<file path="config.mk">
export PLATFORM = sky130hd
export DESIGN_NAME = note_synth
export DESIGN_NICKNAME = d
export VERILOG_FILES = /design/src/rtl/note_synth.sv
export SDC_FILE = /design/constraint.sdc
export NUM_CORES = 1
export LEC_CHECK = 0
export CELL_PAD_IN_SITES_DETAIL_PLACEMENT = 1
export CELL_PAD_IN_SITES_GLOBAL_PLACEMENT = 1
export CORE_MARGIN = 2
export CORE_UTILIZATION = 48
export DETAILED_ROUTE_END_ITERATION = 10
export PLACE_DENSITY = 0.93
export REMOVE_ABC_BUFFERS = 1
export SLEW_MARGIN = 10
export SYNTH_ARGS = -nofsm -noshare
export SYNTH_HDL_FRONTEND = slang
export SYNTH_SLANG_ARGS = --single-unit
</file>
<file path="constraint.sdc">
create_clock -name clk -period 7.4 [get_ports clk]
set_input_delay 1.48 -clock clk [delete_from_list [all_inputs] [get_ports clk]]
set_output_delay 1.48 -clock clk [all_outputs]
set_load 0.05 [all_outputs]
</file>
<file path="src/rtl/note_synth.sv">
// Pitch-code playback: filters the 6-bit code, divides clk down to a square-wave tone,
// and streams the matching ±AMP sample as a 16-bit I2S word.
module note_synth #(
  parameter logic [15:0] AMP = 16'h1FFF
) (
  input  logic       clk,
  input  logic       reset_n,
  input  logic [5:0] pitch_in,
  output logic       tone,
  output logic       active,
  output logic       mclk,
  output logic       sclk,
  output logic       lrck,
  output logic       sdin
);

  logic [5:0]  p1, p2, pa;
  logic        accept;
  logic [1:0]  octave;
  logic [5:0]  note_code;
  logic [18:0] base_n, half_n, div;
  logic [8:0]  cnt, cnt_next;
  logic [3:0]  bit_idx;
  logic [15:0] s_word, sample;

  // Accept only a code seen identically on two consecutive cycles, so short glitches vanish.
  assign accept = (p1 == p2) && (p1 != pa);

  always_comb begin
    octave = 2'd0;
    if (pa >= 6'd36)      octave = 2'd3;
    else if (pa >= 6'd24) octave = 2'd2;
    else if (pa >= 6'd12) octave = 2'd1;
    note_code = pa - 6'({4'd0, octave} * 6'd12);
    case (note_code[3:0])
      4'd0:    base_n = 19'd382226;
      4'd1:    base_n = 19'd360775;
      4'd2:    base_n = 19'd340524;
      4'd3:    base_n = 19'd321412;
      4'd4:    base_n = 19'd303373;
      4'd5:    base_n = 19'd286346;
      4'd6:    base_n = 19'd270274;
      4'd7:    base_n = 19'd255105;
      4'd8:    base_n = 19'd240788;
      4'd9:    base_n = 19'd227273;
      4'd10:   base_n = 19'd214517;
      4'd11:   base_n = 19'd202477;
      default: base_n = 19'd382226;
    endcase
    half_n = base_n >> octave;
  end

  always_ff @(posedge clk or negedge reset_n) begin
    if (!reset_n) begin
      p1     <= 6'd63;
      p2     <= 6'd63;
      pa     <= 6'd63;
      div    <= 19'd0;
      tone   <= 1'b0;
      active <= 1'b0;
    end else begin
      p1 <= pitch_in;
      p2 <= p1;
      if (accept) begin
        pa     <= p1;
        div    <= 19'd0;
        tone   <= (p1 < 6'd48);
        active <= (p1 < 6'd48);
      end else if (active) begin
        if (div == half_n - 19'd1) begin
          div  <= 19'd0;
          tone <= ~tone;
        end else begin
          div <= div + 19'd1;
        end
      end else begin
        div  <= 19'd0;
        tone <= 1'b0;
      end
    end
  end

  assign sample   = active ? (tone ? AMP : (~AMP + 16'd1)) : 16'h0000;
  assign cnt_next = cnt + 9'd1;
  // Slot k carries S[16-k]; mod 16 this is also S[0] for slot 0, taken before the new latch.
  assign bit_idx  = 4'd0 - cnt_next[8:5];

  always_ff @(posedge clk or negedge reset_n) begin
    if (!reset_n) begin
      cnt    <= 9'd0;
      s_word <= 16'h0000;
      sdin   <= 1'b0;
    end else begin
      cnt <= cnt_next;
      if (cnt == 9'd511) s_word <= sample;
      if (cnt[4:0] == 5'd31) sdin <= s_word[bit_idx];
    end
  end

  assign mclk = cnt[1];
  assign sclk = cnt[4];
  assign lrck = cnt[8];

endmodule

</file>
* Word-level counts from Yosys, hierarchy flattened
Memories as Yosys holds them, arrays and structs flattened. Cells that the tools add are included.
Storage, ports and cells: flip-flop bits (word level) 65, bits in latches 0, RAM bits 0, memory bits (read-only) 304, bits of input ports 8, output and inout bits 6, word-level logic and storage cells 43, memories kept 1
Cells by class: $add $sub $neg 5, multipliers 1, divide/modulo/power cells 0, $lt $le $gt $ge 5, equality and inequality tests 6, shift-type cells 1, multiplexer cells 13, bitwise operators 1, reductions and logical operators 1
Memories:
- (no name shown) | depth 16, width 19, rd ports 1, clocked after Yosys merged registers in 0, write ports 0, RTL line 35 | case (note_code[3:0])
Operators with widths (count):
- 2-to-1 mux 19 bit | 3
- 2-to-1 mux 16 bit | 2
- adder 19 x 1 -> 19 bit (second input constant) | 1
- equality test 19 bit | 1
- right shift 19 x 2 -> 19 bit | 1
- subtractor 19 x 1 -> 19 bit (second input constant) | 1
- adder 9 x 1 -> 9 bit (second input constant) | 1
- equality test 9 bit (second input constant) | 1
- equality test 6 bit | 1
- greater-or-equal comparator 6 x 4 -> 1 bit (second input constant) | 1
- greater-or-equal comparator 6 x 5 -> 1 bit (second input constant) | 1
- greater-or-equal comparator 6 bit (second input constant) | 1
- less-than comparator 6 bit (second input constant) | 1
- != test 6 bit | 1
- equality test 5 bit (second input constant) | 1
- less-than comparator 4 x 5 -> 1 bit (second input constant) | 1
- 2-to-1 mux 1 bit | 5
- binary-select mux 1 bit (select 4 bit) | 1
- 2-to-1 mux 2 bit | 2
- subtractor 1 x 4 -> 4 bit (first input constant) | 1
- subtractor 4 bit | 1
- != test 3 x 1 -> 1 bit (second input constant) | 1
- multiplier 2 x 1 -> 2 bit (second input constant) | 1
- logical AND 1 bit | 1
- NOT 1 bit | 1

* Longest topological paths before layout
Gate-level depths: netlist of run 1. An unclocked memory read counts as a cell.
depth after elaboration 13, gate-level depth with buffers 27, mapped depth without buffers 22

* Least setup slack after synthesis of run 1
OpenSTA, ideal clock, no wires.
path kind register to register, start point reg pa[3], end point reg tone, setup time 104 ps, arrival time 5946 ps, data required time 7296 ps, setup slack 1350 ps, stages on the path, launching flop included 26, path buffers 4, period minus slack after synthesis 6050 ps, path through dfstp_2 > buf_2 > mux2_2 > o22ai_1 > inv_1 > clkbuf_1 > clkbuf_1 > ha_1 > clkbuf_1 > a2111o_1 > a311o_1 > and2_1 > a211o_1 > a21bo_2 > inv_1 > ha_1 > nand2_1 > a211oi_1 > o2111ai_1 > nand2_2 > xnor2_1 > or4_1 > or4_1 > a21o_1 > or4_1 > o311ai_1
On the way: word-level cells in the longest chain between the ends 11, elaborated cells on any way between the ends 16, classes of those cells add/sub: 2; mul: 1; order compare: 3; eq/ne: 3; shift: 1; mux: 4; reduce/logical: 1; memory: 1
Ends and longest elaborated chain:
- start: declaration | RTL line 17 | logic [5:0] p1, p2, pa;
- start signal: assignment | RTL line 65 | pa <= p1;
- greater-or-equal comparator 6 x 4 -> 1 bit | RTL line 33 | else if (pa >= 6'd12) octave = 2'd1;
- 2-to-1 mux 1 bit | RTL line 33
- 2-to-1 mux 2 bit | RTL line 32 | else if (pa >= 6'd24) octave = 2'd2;
- 2-to-1 mux 2 bit | RTL line 31 | if (pa >= 6'd36) octave = 2'd3;
- multiplier 2 x 1 -> 2 bit | RTL line 34 | note_code = pa - 6'({4'd0, octave} * 6'd12);
- subtractor 4 bit | RTL line 34
- memory read (16 x 19 bit)
- right shift 19 x 2 -> 19 bit | RTL line 50 | half_n = base_n >> octave;
- subtractor 19 x 1 -> 19 bit | RTL line 70 | if (div == half_n - 19'd1) begin
- equality test 19 bit | RTL line 70
- != test 3 x 1 -> 1 bit (no line)
- end signal: assignment | RTL line 67 | tone <= (p1 < 6'd48);
- end signal: assignment | RTL line 72 | tone <= ~tone;
- end: declaration | RTL line 9 | output logic tone,
Parallel ways exist; a longest one is shown, timed or not. A chain may end at the register's enable or synchronous reset.

* Worst setup path in the final report of run 1
Ends and elaborated chain as after synthesis.

==> metrics.txt, run 1 <==
sequential share of the synthesized area 29.65%; first-pass GRT wire length 20,610 um; Die X roughly 100 um; core footprint 9153 um2; number of flops mapped to enable cells by yosys 0; CTS tree yes; Worst Setup EP tone; Die H about 100 um; vias 4,046; # hold bufs at CTS 0; unrepaired setup endpoints after global routing false; Remaining DRCs 0; Finished Layout Cells 622; Post-Synthesis Cells between 500 and 600; clock latency on the worst-skew pair ~0.32 ns; gr ovfl total 0; max-cap viol count 0; nature of the critical path startpoint flip-flop; Final min period 6.915 ns; Final nets about 530; post-synthesis cell area 4464 um2; worst r2r src pa[3]; DP Worst Slack 0.6629 ns; worst-margin pin slew 0.9407 ns; largest net degree at the start of global routing 53; worst rel slew slack 37.29%; Post-Syn Area per Cell 8.635 um2; H-tree depth 2; # setup viols final 0; final RePlAce weighted congestion 0.9681; prevailing post-synth register cell dfrtp_1; CTS Buffer Depth 2; worst setup path startpoint pa[3]; remaining antenna violation count after routing 0; Max Clock Freq approximately 140 MHz; Post-CTS Setup Repair Bufs 0; 1st-iter DRT viols 268; CTS Buf Count 5; Max FO, Critical Path 23; fraction of layout cells with a size suffix above 1 11.35%; Async SR Flop Fraction 100.0%; Pins Over Slew Limit 0; vias in the first global route 4,091; Layout fillers approximately 1,100; Post-CTS Resized 0; All-Layer GR Usage 25.64%; I/O pin total 14; initial antenna violation count 0; endpoint kind of the worst setup timing path flip-flop; WL final 12,840 um; Post-DP HPWL 9324 um; CTS Sinks 52; Placed Instances 614; Distinct cells, synth 80; status complete, no violations; row count 35; Worst Skew 0.008490 ns; CP arrival 7.13 ns; Final Hold Vio Count 0; Yosys reg bits 52; worst reg2reg path endpoint tone; Reg clk slew, reported paths 0.10 ns; # diodes 0; Tcrit/Tclk final 93.44%; clock root cell clkbuf_8; WL/cell 20.64 um; Initial Utilization roughly 49%; vias per inst around 6.5; hold crit path type flip-flop to flip-flop; I/O Buffers 13; crit path kind flip-flop to flip-flop; worst reg-to-reg path cell count 22; setup slack after layout 0.4854 ns; flop2flop setup slack between 0.4 and 0.5 ns; area delta synth->final 5.802%; die area 10,090 um2; Initial DRT Pass Iterations 5; number of synthesis warnings 0; WP data required between 7 and 8 ns
## routing by layer
layer	track usage, %	part of all wire (%)	wire, um	vias up
li1	-	-	-	1869
met1	32.72	44	5691	2053
met2	45.33	50	6404	106
met3	3.273	3.8	494	18
met4	7.692	1.9	247	0
met5	0	0	0	-
## sequential cells by signal, summed over array words and instances, names as in the netlist
signal / flops
sdin: 1
active: 1
s_word: 3
pa: 6
p2: 6
cnt: 9
tone: 1
div: 19
p1: 6
## placed cells by master, fill, tap and decap left out, types with 7 or more instances in the layout
| master | netlist | final |
|---|---|---|
| a31oi_1 | 11 | 11 |
| xor2_1 | 28 | 28 |
| nand2b_1 | 9 | 9 |
| clkdlybuf4s50_1 | 0 | 12 |
| o211ai_1 | 7 | 7 |
| mux2i_1 | 17 | 17 |
| xnor2_1 | 28 | 28 |
| o21ai_0 | 23 | 23 |
| nor4_1 | 10 | 10 |
| nor2_1 | 53 | 53 |
| dfstp_2 | 18 | 18 |
| a21oi_1 | 25 | 25 |
| nand3_1 | 26 | 26 |
| nor2b_1 | 11 | 11 |
| dfrtp_1 | 34 | 34 |
| inv_1 | 19 | 19 |
| ha_1 | 14 | 14 |
| nand4_1 | 7 | 7 |
| nand2_1 | 30 | 30 |
| and3_1 | 9 | 9 |
## worst min-delay path by stage
| stage | from | slack, ns | to | cells after the start |
|---|---|---|---|---|
| after floorplan | p1[3] | 0.38 | p2[3] | 0 |
| after global placement | p1[3] | 0.38 | p2[3] | 0 |
| after detailed placement | p1[3] | 0.39 | p2[3] | 0 |
| after CTS | p1[5] | 0.40 | p2[5] | 0 |
| after global routing | p1[5] | 0.41 | p2[5] | 0 |
| final | p1[1] | 0.41 | p2[1] | 0 |
## final cells by class
cell class	count	area [um2]	area share, %
clock inverter	3	22.52	0.4768
tap	111	138.9	2.940
inverter	19	71.32	1.510
clock buffer	5	68.82	1.457
multi-input combinational	413	2928	61.99
timing repair buffer	19	170.2	3.603
sequential	52	1324	28.03
## per-stage QoR
step | instance area (um2) | TNS (ns) | hold WS [ns] | util, %
after global routing | 4723 | 0 | 0.4089 | 51.61
after global placement | 4632 | 0 | 0.3849 | 50.61
after detailed placement | 4632 | 0 | 0.3912 | 50.61
final | 4723 | 0 | 0.4055 | 51.61
after floorplan | 4317 | -5.373 | 0.3781 | -
after CTS | 4723 | 0 | 0.4047 | 51.61
## worst max-delay path: stages, from the launching register on
cell and delay, ns:
dfstp_2 0.78, mux2_2 0.42, o22ai_2 0.19, inv_1 0.10
ha_1 0.46, nand4bb_1 0.26, and2_1 0.37, nand3_1 0.56
o21ai_0 0.33, nand3_1 0.28, a21bo_2 0.30, inv_1 0.07
ha_1 0.23, nand2_1 0.07, a211oi_1 0.18, o2111ai_1 0.21
nand2_2 0.21, xnor2_1 0.09, or4_1 0.50, or4_1 0.42
a21o_1 0.21, or4_1 0.47, o311ai_1 0.10
## cell families (layout without fill, tap and decap cells)
group           count (synthesis)  after routing  synth area share (%)
compound gates                129            129                 21.27
xor+xnor                       57             57                 11.35
fa+ha+maj                      14             14                 3.924
buf+inv                        52             46                 4.904
flops                          52             52                 29.65
mux                            26             26                 6.446
simple gates                  187            187                 22.45
## synthesized netlist by cell type (3+ instances only)
| cell type | count | area share (%) |
|---|---|---|
| nor2_1 | 53 | 4.5 |
| dfrtp_1 | 34 | 19 |
| nand2_1 | 30 | 2.5 |
| xnor2_1 | 28 | 5.5 |
| xor2_1 | 28 | 5.5 |
| nand3_1 | 26 | 2.9 |
| a21oi_1 | 25 | 2.8 |
| o21ai_0 | 23 | 2.6 |
| inv_1 | 19 | 1.6 |
| clkbuf_1 | 18 | 1.5 |
| dfstp_2 | 18 | 11 |
| mux2i_1 | 17 | 3.8 |
| ha_1 | 14 | 3.9 |
| a31oi_1 | 11 | 1.5 |
| nor2b_1 | 11 | 1.5 |
| nor4_1 | 10 | 1.4 |
| and3_1 | 9 | 1.3 |
| buf_2 | 9 | 1.0 |
| nand2b_1 | 9 | 1.3 |
| nand4_1 | 7 | 0.98 |
| o211ai_1 | 7 | 1.2 |
| mux2_2 | 6 | 1.5 |
| a21o_1 | 5 | 0.84 |
| a311oi_1 | 5 | 0.98 |
| o22ai_1 | 5 | 0.70 |
| o31a_1 | 5 | 0.98 |
| a211oi_1 | 4 | 0.67 |
| and2_1 | 4 | 0.56 |
| o221ai_1 | 4 | 0.78 |
| and4_1 | 3 | 0.59 |
| buf_1 | 3 | 0.25 |
| nor3_1 | 3 | 0.34 |
| or3_1 | 3 | 0.42 |
| or4_1 | 3 | 0.50 |
Power of run 1 is not shown: default switching activity piles up to over one toggle a cycle in this logic, so the estimate is an artifact.
==> run 2: changes to the inputs <==
--- a/config.mk
+++ b/config.mk
@@ -5,10 +5,11 @@
 export SDC_FILE = /design/constraint.sdc
 export NUM_CORES = 1
 export LEC_CHECK = 0
+export ABC_AREA = 1
 export CELL_PAD_IN_SITES_DETAIL_PLACEMENT = 1
 export CELL_PAD_IN_SITES_GLOBAL_PLACEMENT = 1
 export CORE_MARGIN = 2
-export CORE_UTILIZATION = 48
+export CORE_UTILIZATION = 45
 export DETAILED_ROUTE_END_ITERATION = 10
 export PLACE_DENSITY = 0.93
 export REMOVE_ABC_BUFFERS = 1
==> run 2 against run 1 <==
Non-clock buffer count fell by 4; sequential cell count stayed put; wire length decreased by 11%; via count down 1.9%; largest cell class unchanged.
==> metrics.txt, run 2 <==
max-cap viol count 0 (unchanged); Worst Skew 0.006912 ns (-0.001578 ns); Leak 2.118 nW; commonest non-fill, non-tap cell in the layout nand2_1; Yosys reg bits 52 (unchanged); I/O pin total 14 (unchanged); worst rel slew slack 52.93% (+16 points); final RePlAce weighted congestion 0.9070 (-6.3%); mux cell area share after synthesis 0% (-6.4 points); vias 3,968 (-1.9%); Async SR Flop Fraction 100.0% (unchanged); Final nets 636 (+20%); endpoint kind of the worst setup timing path flip-flop; XOR/XNOR Fraction of Synth Area 6.632% (-4.7 points); CTS Sinks 52 (unchanged); worst-margin pin slew 0.7017 ns (-0.2389 ns); WL/cell 15.85 um (-23%); Pins Over Slew Limit 0 (unchanged); Post-CTS Setup Repair Bufs 0 (unchanged); vias in the first global route 4,238 (+3.6%); prevailing post-synth register cell dfrtp_1; Final min period 4.588 ns (-2.326 ns); main combinational cell family by area after synthesis simple AND/OR/NAND/NOR gates; Post-synth top cells nand2_1, nand3_1, inv_1, nor2_1, dfrtp_1; Reg clk slew, reported paths 0.10 ns (about the same); max FFs per register 19 (unchanged); adder-cell share of the synthesized area 4.279% (+0.35 points); All-Layer GR Usage 24.43% (-1.2 points); vias per inst 5.488 (-16%); Post-Syn Area per Cell 6.745 um2 (-22%); largest register by flop count div; Initial Utilization 46.72% (-2.1 points); H-tree depth 2 (unchanged); clock latency on the worst-skew pair 0.31 ns (about the same); remaining antenna violation count after routing 0 (unchanged); I/O Buffers 13 (unchanged); Yosys top cell area share 20.78% (+1.7 points); DP Worst Slack 2.839 ns (+2.176 ns); most common cell in the netlist nand2_1; CTS tree yes; WL final 11,460 um (-11%); Final Hold Vio Count 0 (unchanged); Tcrit/Tclk final 62.00% (-31 points); CP arrival 4.84 ns (-2.29 ns); core footprint 8763 um2 (-4.3%); fraction of layout cells with a size suffix above 1 11.54% (+0.19 points); Max FO, Critical Path 22 (-4.3%); Layout fillers 1,185 (+10%); area delta synth->final 6.724%; crit path kind flip-flop to flip-flop; cell taking the most area after synthesis dfrtp_1; nature of the critical path startpoint flip-flop; hold crit path type flip-flop to flip-flop; WP data required 7.65 ns (+0.04 ns); Post-Synthesis Cells 607 (+17%); Die X 99.38 um (-1.1%); row count 34 (-2.9%); main area contributors after synthesis dfrtp_1, nand2_1, dfstp_2, nand3_1, inv_1; largest net degree at the start of global routing 53 (unchanged); sequential share of the synthesized area 32.33% (+2.7 points); clock root cell clkbuf_8; setup slack after layout 2.812 ns (+2.326 ns); status complete, no violations; Die H 99.38 um (-1.1%); CTS Buf Count 5 (unchanged); first-pass GRT wire length 19,530 um (-5.3%); Peak VDD IR 0.0001710 V; CTS Buffer Depth 2 (unchanged); most frequent cells in the layout nand2_1, nand3_1, inv_1; die area 9876 um2 (-2.1%); Power Density 492.2 nW/um2; Top Registers div: 19 flops, cnt: 9 flops; Max Clock Freq 218.0 MHz (+51%); Post-DP HPWL 9106 um (-2.3%); total negative slack 0 ns (unchanged); 1st-iter DRT viols 142 (-47%); Synth Area in Simple Gates 42.08% (+20 points); gr ovfl total 0 (unchanged); Initial DRT Pass Iterations 4 (-1); initial antenna violation count 0 (unchanged); Remaining DRCs 0 (unchanged); unrepaired setup endpoints after global routing false; Synth Area in Compound Gates 5.685% (-16 points); # diodes 0 (unchanged); post-synthesis cell area 4094 um2 (-8.3%); # hold bufs at CTS 0 (unchanged); # setup viols final 0 (unchanged); number of flops mapped to enable cells by yosys 0 (unchanged); number of synthesis warnings 0 (unchanged); Distinct cells, synth 37 (-54%); Post-CTS Resized 0 (unchanged)
## run 2: critical path: stages (launching register included)
cell,delay (ns)
dfstp_2,0.56
inv_1,0.09
nor2_1,0.14
nand2_2,0.08
nand2_2,0.34
ha_1,0.26
inv_1,0.05
nand3_1,0.12
nand3_2,0.26
nand2_2,0.40
nand2_1,0.14
nand3_1,0.12
nand2_1,0.11
o21ai_2,0.22
inv_1,0.08
ha_1,0.22
nand3b_1,0.20
nand3b_1,0.11
nand2_1,0.06
a21oi_1,0.14
nand3_1,0.09
nor2_1,0.12
nand4_2,0.17
nand2_4,0.28
nand2_1,0.09
nand2_1,0.06
## run 2: per-layer routing
metal | wire (um) | global-route usage, %
met5 | 0 | 0
met2 | 6298 | 48.70
met3 | 248 | 2.670
met1 | 4666 | 26.89
met4 | 247 | 7.060
## run 2: report_power, final
group | internal [mW] | switching (mW) | total (mW)
clock | 0.0762 | 0.0951 | 0.171
combinational | 0.492 | 1.13 | 1.63
sequential | 0.318 | 0.0362 | 0.354
## run 2: cell families after synthesis
logic type      after synthesis
compound gates               41
xor+xnor                     31
fa+ha+maj                    14
buf+inv                      88
flops                        52
simple gates                381
## run 2: layout make-up
class / instances / area [um2] / area share (%)
flip-flops and latches: 52 / 1324 / 30.30
multi-input cells: 467 / 2402 / 54.98
repair buffers: 15 / 140.1 / 3.207
inverters: 73 / 274.0 / 6.271
well taps: 108 / 135.1 / 3.093
clock buffers: 7 / 86.33 / 1.976
clock inverters: 1 / 7.507 / 0.1718
## run 2: final timing paths
| check | start | end | slack, ns | depth (start not counted) |
|---|---|---|---|---|
| setup / recovery | pa[2] | tone | 2.81 | 25 |
| hold / removal | p1[2] | p2[2] | 0.38 | 0 |
| setup reg to reg | pa[2] | tone | 2.81 | 25 |
| hold reg to reg | p1[2] | p2[2] | 0.38 | 0 |
| max in group asynchronous | reset_n | div[6] | 5.70 | 2 |
| min in group asynchronous | reset_n | div[17] | 1.27 | 2 |
## run 2: stage by stage
stage	std cells	utilization [%]	power (mW)	cell area, um2	hold WS (ns)
2_1_floorplan	592	-	1.576	4000	0.3540
3_3_place_gp	715	48.79	1.900	4275	0.3556
3_5_place_dp	715	48.79	1.965	4275	0.3736
4_1_cts	723	49.86	2.148	4369	0.3812
5_1_grt	723	49.86	2.379	4369	0.3819
6_report	723	49.86	2.151	4369	0.3829
Note: power is estimated with default switching activity, not from simulation.
